**src/rtl/branch_update_queue_pkg.sv**
```systemverilog
// branch_update_queue_pkg: shared predictor constants and the in-flight branch entry type.
package branch_update_queue_pkg;

    localparam int BUQ_PC_BITS = 32;
    localparam int BUQ_DEPTH   = 8;

    typedef struct packed {
        logic [BUQ_PC_BITS-1:0] pc;
        logic                   pred_taken;
        logic                   outcome;
        logic                   valid;
        logic                   resolved;
    } buq_entry_t;

endpackage

```
**src/rtl/branch_update_queue.sv**
```systemverilog
// branch_update_queue: in-order retirement of out-of-order resolved branches into predictor updates.
// Optional BUQ_STATS_EN adds saturating retirement/mispredict counters. PC_BITS must equal BUQ_PC_BITS.
module branch_update_queue
    import branch_update_queue_pkg::*;
#(
    parameter int PC_BITS  = BUQ_PC_BITS,
    parameter int DEPTH    = BUQ_DEPTH,
    parameter int TAG_BITS = $clog2(DEPTH)
) (
    input  logic                clk,
    input  logic                rst_n,
    input  logic                alloc_valid,
    input  logic [PC_BITS-1:0]  alloc_pc,
    input  logic                alloc_pred_taken,
    output logic                alloc_ready,
    output logic [TAG_BITS-1:0] alloc_tag,
    input  logic                resolve_valid,
    input  logic [TAG_BITS-1:0] resolve_tag,
    input  logic                resolve_taken,
    input  logic                flush,
    output logic                upd_wr_en,
    output logic [PC_BITS-1:0]  upd_pc,
    output logic                upd_taken,
    output logic                mispredict,
    output logic [TAG_BITS:0]   count
`ifdef BUQ_STATS_EN
    ,
    output logic [31:0]         stat_branches,
    output logic [31:0]         stat_mispredicts
`endif
);

    localparam logic [TAG_BITS:0] FULL_CNT = (TAG_BITS+1)'(DEPTH);

    buq_entry_t          entries_q [DEPTH];
    buq_entry_t          entries_d [DEPTH];
    logic [TAG_BITS-1:0] head_q, tail_q;
    logic [TAG_BITS:0]   count_q, count_d;
    logic                upd_wr_en_q, upd_taken_q, mispredict_q;
    logic [PC_BITS-1:0]  upd_pc_q;
    logic                alloc_fire, resolve_fire, retire, head_mispred;

    assign alloc_ready  = count_q < FULL_CNT;
    assign alloc_tag    = tail_q;
    assign alloc_fire   = alloc_valid && alloc_ready && !flush;
    assign resolve_fire = resolve_valid && !flush && entries_q[resolve_tag].valid && !entries_q[resolve_tag].resolved;
    assign retire       = !flush && entries_q[head_q].valid && entries_q[head_q].resolved;
    assign head_mispred = entries_q[head_q].outcome != entries_q[head_q].pred_taken;
    assign count_d      = flush ? '0 : count_q + (TAG_BITS+1)'(alloc_fire) - (TAG_BITS+1)'(retire);

    // The tail slot is never valid while allocation is possible, so these writes cannot collide.
    always_comb begin
        entries_d = entries_q;
        if (flush) begin
            for (int i = 0; i < DEPTH; i++) begin
                entries_d[i].valid    = 1'b0;
                entries_d[i].resolved = 1'b0;
            end
        end else begin
            if (retire) begin
                entries_d[head_q].valid    = 1'b0;
                entries_d[head_q].resolved = 1'b0;
            end
            if (resolve_fire) begin
                entries_d[resolve_tag].outcome  = resolve_taken;
                entries_d[resolve_tag].resolved = 1'b1;
            end
            if (alloc_fire)
                entries_d[tail_q] = '{pc: alloc_pc, pred_taken: alloc_pred_taken, outcome: 1'b0, valid: 1'b1, resolved: 1'b0};
        end
    end

    always_ff @(posedge clk or negedge rst_n) begin
        if (!rst_n) begin
            entries_q    <= '{default: '0};
            head_q       <= '0;
            tail_q       <= '0;
            count_q      <= '0;
            upd_wr_en_q  <= 1'b0;
            upd_pc_q     <= '0;
            upd_taken_q  <= 1'b0;
            mispredict_q <= 1'b0;
        end else begin
            entries_q    <= entries_d;
            count_q      <= count_d;
            head_q       <= flush ? '0 : head_q + TAG_BITS'(retire);
            tail_q       <= flush ? '0 : tail_q + TAG_BITS'(alloc_fire);
            upd_wr_en_q  <= retire;
            mispredict_q <= retire && head_mispred;
            if (retire) begin
                upd_pc_q    <= entries_q[head_q].pc;
                upd_taken_q <= entries_q[head_q].outcome;
            end
        end
    end

    assign upd_wr_en  = upd_wr_en_q;
    assign upd_pc     = upd_pc_q;
    assign upd_taken  = upd_taken_q;
    assign mispredict = mispredict_q;
    assign count      = count_q;

`ifdef BUQ_STATS_EN
    logic [31:0] stat_br_q, stat_mp_q;

    always_ff @(posedge clk or negedge rst_n) begin
        if (!rst_n) begin
            stat_br_q <= '0;
            stat_mp_q <= '0;
        end else begin
            if (retire && stat_br_q != '1)
                stat_br_q <= stat_br_q + 32'd1;
            if (retire && head_mispred && stat_mp_q != '1)
                stat_mp_q <= stat_mp_q + 32'd1;
        end
    end

    assign stat_branches    = stat_br_q;
    assign stat_mispredicts = stat_mp_q;
`endif

endmodule
```
**config.mk**
```make
export PLATFORM = sky130hd
export DESIGN_NAME = branch_update_queue
export DESIGN_NICKNAME = d
export VERILOG_FILES = /design/src/rtl/branch_update_queue_pkg.sv /design/src/rtl/branch_update_queue.sv
export SDC_FILE = /design/constraint.sdc
export NUM_CORES = 1
export LEC_CHECK = 0
export ABC_AREA = 1
export CORE_MARGIN = 4
export CORE_UTILIZATION = 36
export DETAILED_ROUTE_END_ITERATION = 10
export PLACE_DENSITY_LB_ADDON = 0.2
export SLEW_MARGIN = 20
export SYNTH_ARGS = -nofsm -noshare
export SYNTH_HDL_FRONTEND = slang
export SYNTH_SLANG_ARGS = --single-unit
```
**constraint.sdc**
```tcl
create_clock -name clk -period 5.8 [get_ports clk]
set_clock_uncertainty 0.05 [all_clocks]
set_input_delay 0.58 -clock clk [delete_from_list [all_inputs] [get_ports clk]]
set_output_delay 0.58 -clock clk [all_outputs]
set_load 0.03 [all_outputs]
```
### After elaboration in Yosys (flattened, before gate mapping)

Index checks and enable logic that the tools add are counted.

* output and inout bits: 43
* register bits: 333
* input port bits: 42
* word-level logic and storage cells: 112

* multiplexer cells: 37
* eq/ne operators: 1
* reduce and logical (&&, ||, !) cells: 13
* order comparisons: 7
* add/sub/neg operators: 4
* bitwise gates (word level): 3

Operator list (count)
* $bwmux W288: 5
* $mux W288: 5
* $demux W36 S3: 5
* $bmux W36 S3: 2
* $mux W36: 3
* $mux W2: 11
* $ge A4 B4 Y1 const B: 3
* $lt A4 B1 Y1 const B: 3
* $not A3 Y4: 3
* $logic_and A1 B1 Y1: 11
* $mux W3: 3
* $add A3 B1 Y3: 2
* $add A4 B1 Y4: 1
* $lt A4 B4 Y1 const B: 1
* $mux W4: 1
* $sub A4 B1 Y4: 1
* $logic_not A1 Y1: 2
* $mux W1: 2
* $ne A1 B1 Y1: 1

### Depth between registers and ports, before layout

* depth in word-level cells: 16
* gate-level depth with buffers: 18
* mapped depth without buffers: 16

### Least setup slack after synthesis

OpenSTA, ideal clock, no wires.

* path kind: in2reg
* start: in flush
* end: reg count_q[2] (netlist: count[2])
* setup slack: 2863 ps
* required time: 5618 ps
* data arrival time: 2755 ps
* stages on the path: 14
* setup time: 132 ps
* path through: buf_2 inv_2 buf_2 nand3_1 nor3b_4 nand2_2 clkinv_2 buf_6 ha_1 inv_1 ha_1 fa_1 xnor2_1 nor2_1

* longest elaborated chain between the ends: 5
* elaborated cells between the ends (all ways): 7

RTL lines
* start, declared: RTL line branch_update_queue.sv:20 `input logic flush,`
* $logic_not A1 Y1: RTL line branch_update_queue.sv:47 `assign retire = !flush && entries_q[head_q].valid && entries_q[head_q].resolved;`
* $logic_and A1 B1 Y1 (2 in a row): RTL line branch_update_queue.sv:47
* net retire: RTL line branch_update_queue.sv:41 `logic alloc_fire, resolve_fire, retire, head_mispred;`
* $sub A4 B1 Y4: RTL line branch_update_queue.sv:49 `assign count_d = flush ? '0 : count_q + (TAG_BITS+1)'(alloc_fire) - (TAG_BITS+1)'(retire);`
* $mux W4: RTL line branch_update_queue.sv:49
* net count_d[2]: RTL line branch_update_queue.sv:38 `logic [TAG_BITS:0] count_q, count_d;`
* end signal, assigned: RTL line branch_update_queue.sv:85 `count_q <= count_d;`
* end, declared: RTL line branch_update_queue.sv:38

The timed path passes the listed nets, and every way through them passes these cells.
A chain may end at the register's enable or synchronous reset.

### Final worst setup path

* start: reg head_q[0]
* end: reg count_q[2] (netlist: count[2])

* longest elaborated chain between the ends: 8

RTL lines
* start, declared: RTL line branch_update_queue.sv:37 `logic [TAG_BITS-1:0] head_q, tail_q;`
* start signal, assigned: RTL line branch_update_queue.sv:86 `head_q <= flush ? '0 : head_q + TAG_BITS'(retire);`
* $not A3 Y4 (not written as such) (*): RTL line branch_update_queue.sv:47
* $bmux W36 S3 (*): RTL line branch_update_queue.sv:47
* $mux W36 (*) (2 in a row)
* $logic_and A1 B1 Y1: RTL line branch_update_queue.sv:47
* $logic_and A1 B1 Y1 (*): RTL line branch_update_queue.sv:47
* $sub A4 B1 Y4 (*): RTL line branch_update_queue.sv:49
* $mux W4 (*): RTL line branch_update_queue.sv:49
* net count_d[2]: RTL line branch_update_queue.sv:38

Mark *: on every way through the listed nets, which the timed path passes. The rest lies on a longest branch. The select of a mux whose other input is x is not followed.

==> impl_metrics.py <==
metrics = {
    "run_status": {
        "status": "completed",
    },
    "floorplanning": {
        "rows": 73,
        "die_w_um": 208,
        "die_height_um": 208,
        "coreArea_um2": 39700,
        "die_area_um2": 43400,
        "io_pins": 85,
        "start_util_pct": 36.3,
    },
    "timing": {
        "slew_violations": 0,
        "tightest_slew_ns": 0.987,
        "post-route-period-util_pct": 68.8,
        "tns_ns": 0,
        "min_period_ns": 3.99,
        "hold_viol_final": 0,
        "rsz0062_at_grt": "no",
        "final-setup-viol-count": 0,
        "slew_headroom_pct": 34.1,
        "timing.fmax_mhz": 251,
    },
    "setup_path": {
        "crit_chain": "nand3_1 -> inv_2 -> a21oi_4 -> nor3b_4 -> nand2_2 -> clkinv_2 -> ha_1 -> inv_1 -> ha_1 -> fa_1 -> xnor2_1 -> nor2_1",
        "critPathSlowestCell": "inv_2",
        "cp.arrival_ns": 4.32,
        "crit_fanout": 34,
        "start_kind": "flop",
        "cpPeakStageDelay_ns": 0.69,
        "required_ns": 6.13,
        "crit_path_frequent_cell": "ha_1",
        "end_kind": "flop",
        "critPathKind": "flop to flop",
    },
    "logic_synthesis": {
        "avgSynthCellArea_um2": 8.55,
        "syn_area_um2": 14400,
        "synth_top_area_share_pct": 57.7,
        "synth_most_common_cell": "nand2_1",
        "ys_warn_count": 0,
        "syn_inst": 1688,
        "synthTopCellsByCount": "640 x nand2_1, 333 x dfrtp_1, 277 x o21ai_0",
        "synth_cell_types": 33,
        "ys.flop_type": "dfrtp_1",
        "synth.largest_area_cell": "dfrtp_1",
        "synth_edf_count": 0,
        "ys_top_cells_by_area": "dfrtp_1 58%, nand2_1 17%, o21ai_0 9.6%",
        "yosysSeqAreaShare_pct": 57.7,
        "postSynth.asyncResetShare_pct": 100,
        "synthesis.nets": 1739,
        "ys_ff_latch": 333,
    },
    "clock_tree": {
        "cts_root_buf": "clkbuf_16",
        "cts_tree": "yes",
        "cts_buffers": 38,
        "clock-sinks": 333,
        "clock_latency_ns": 0.52,
        "cts.path.max_buffers": 3,
        "cts_resized": 0,
        "cts_setup_buffers": 0,
        "htree_num_levels": 2,
        "holdBufCountCts": 0,
        "path_clk_slew_ns": 0.06,
    },
    "placed_design": {
        "numPortBuffers": 84,
        "dp_hpwl_um": 22900,
        "gp_congestion": 0.830,
        "place_area_um2": 15700,
    },
    "global_route": {
        "grt_antenna_before_repair": 0,
        "grt_overflow": 0,
        "grt_max_degree": 158,
        "track_usage_pct": 18.6,
        "grt_pass1_vias": 11200,
        "grt_pass1_wl_um": 65400,
    },
    "power_and_ir_drop": {
        "seqPwrFrac_pct": 48.4,
        "power_frac_comb_pct": 12.6,
        "internal-power_w": 0.00431,
        "p_sw_w": 0.00158,
        "p_leak_nw": 7.92,
        "swShare_pct": 26.9,
        "p_per_area_nw_per_um2": 349,
        "clock_power_share_pct": 38.9,
        "ir_drop_mv": 0.223,
    },
    "route": {
        "wl_per_cell_um": 17.9,
        "dr.pass1.iters": 6,
        "drc": 0,
        "detail_route.iter0.violations": 898,
        "ant_nets": 0,
        "viasPerCell": 5.05,
        "totalWireLength_um": 40800,
        "vias": 11500,
    },
    "cells_and_area": {
        "area_growth_pct": 17.1,
        "final_core_util_pct": 42.5,
        "drive_gt1_share_pct": 5.69,
        "final_nets": 1782,
        "antenna_cells": 0,
        "stdcell_area_um2": 16900,
    },
    "flow_run": {
        "maxCapViolCount": 0,
    },
    "worst_hold_path": {
        "hp-class": "primary input to asynchronous set/reset pin",
    },
}
==> routing by layer <==
metal / vias to the layer above / part of all wire [%] / global-route usage, %
met2: 259 / 46 / 29.7
met4: 0 / 2.1 / 4.62
li1: 5637 / - / -
met3: 63 / 4.8 / 2.93
met1: 5577 / 47 / 26.8
met5: - / 0 / 0
==> power by group through the flow <==
| stage | Combinational (W) | Sequential [W] | Clock, W |
|---|---|---|---|
| after floorplan | 0.000506 | 0.00286 | 0 |
| after global placement | 0.000733 | 0.00288 | 0 |
| after detailed placement | 0.000756 | 0.00289 | 0 |
| after CTS | 0.000759 | 0.00285 | 0.00235 |
| after global routing | 0.000875 | 0.00289 | 0.00245 |
| final | 0.000745 | 0.00285 | 0.00229 |
==> through the flow <==
step / setup WS, ns / instances / hold slack, ns / power [W]
floorplan: 2.86 / 1688 / 0.234 / 0.00337
global placement: 1.77 / 2216 / 0.414 / 0.00362
detailed placement: 1.72 / 2216 / 0.417 / 0.00365
CTS: 1.85 / 2283 / 0.101 / 0.00597
global route: 1.58 / 2283 / 0.122 / 0.00622
finish: 1.81 / 2283 / 0.0463 / 0.00589
==> cell families after synthesis <==
kind of cell | share of synthesized area (%)
adders and majority gates | 0.832
DFF | 57.7
and+or+nand+nor | 21.7
AOI/OAI and AO/OA | 14.6
buffers and inverters | 4.91
xor gates and xnor gates | 0.303
==> placed cells by master (no fill, tap or decap), drive strengths merged, types with 3 or more instances in the layout <==
cell           netlist  routed
or2                  3       3
nand4               44      44
a22o                 3       3
clkinvlp             0       3
nor2                35      35
o21ai              277     277
a21oi               45      45
nand3b               6       6
ha                   8       8
o211ai              18      18
clkdlybuf4s50        0      83
nand3               43      43
dfrtp              333     333
a22oi               37      37
buf                 30      19
clkbuf              69      56
clkinv               2       9
nand2              641     641
xnor2                4       4
o22ai                4       4
inv                 80      81
==> final timing paths <==
| check | from | end | slack [ns] | depth (start not counted) |
|---|---|---|---|---|
| worst max-delay path | head_q[0] | count[2] | 1.81 | 12 |
| worst min-delay path | rst_n | entries_q[181] | 0.05 | 1 |
| worst max register to register | head_q[0] | count[2] | 1.81 | 12 |
| worst min register to register | upd_taken | upd_taken | 0.43 | 2 |
| max in group asynchronous | rst_n | entries_q[226] | 4.21 | 2 |
| min in group clk | upd_taken | upd_taken | 0.43 | 2 |
==> cell type report <==
type                            instances  area [µm²]
Timing Repair Buffer                  102         993
Clock inverter                         11        70.1
Tap cell                              525         657
Multi-Input combinational cell       1174        5420
Sequential cell                       333        8330
Inverter                               82         309
Clock buffer                           56        1120
Fill cell                            3996       22800
==> state kept, by name (all words and copies together), names as in the netlist <==
signal / flops
upd_wr_en: 1
entries_q: 288
mispredict: 1
upd_taken: 1
count: 4
head_q: 3
alloc_tag: 3
upd_pc: 32
==> worst max-delay path: cells and delay by family, from the launching register on <==
kind	cells	cell delay, ns
AO/OA/AOI/OAI	1	0.19
XOR/XNOR	1	0.17
adder cells (fa/ha/maj)	3	1.06
buffers and inverters	3	1.12
flip-flops	1	0.68
AND/OR/NAND/NOR	4	0.56
No activity file was read; power rests on OpenSTA's default activity.
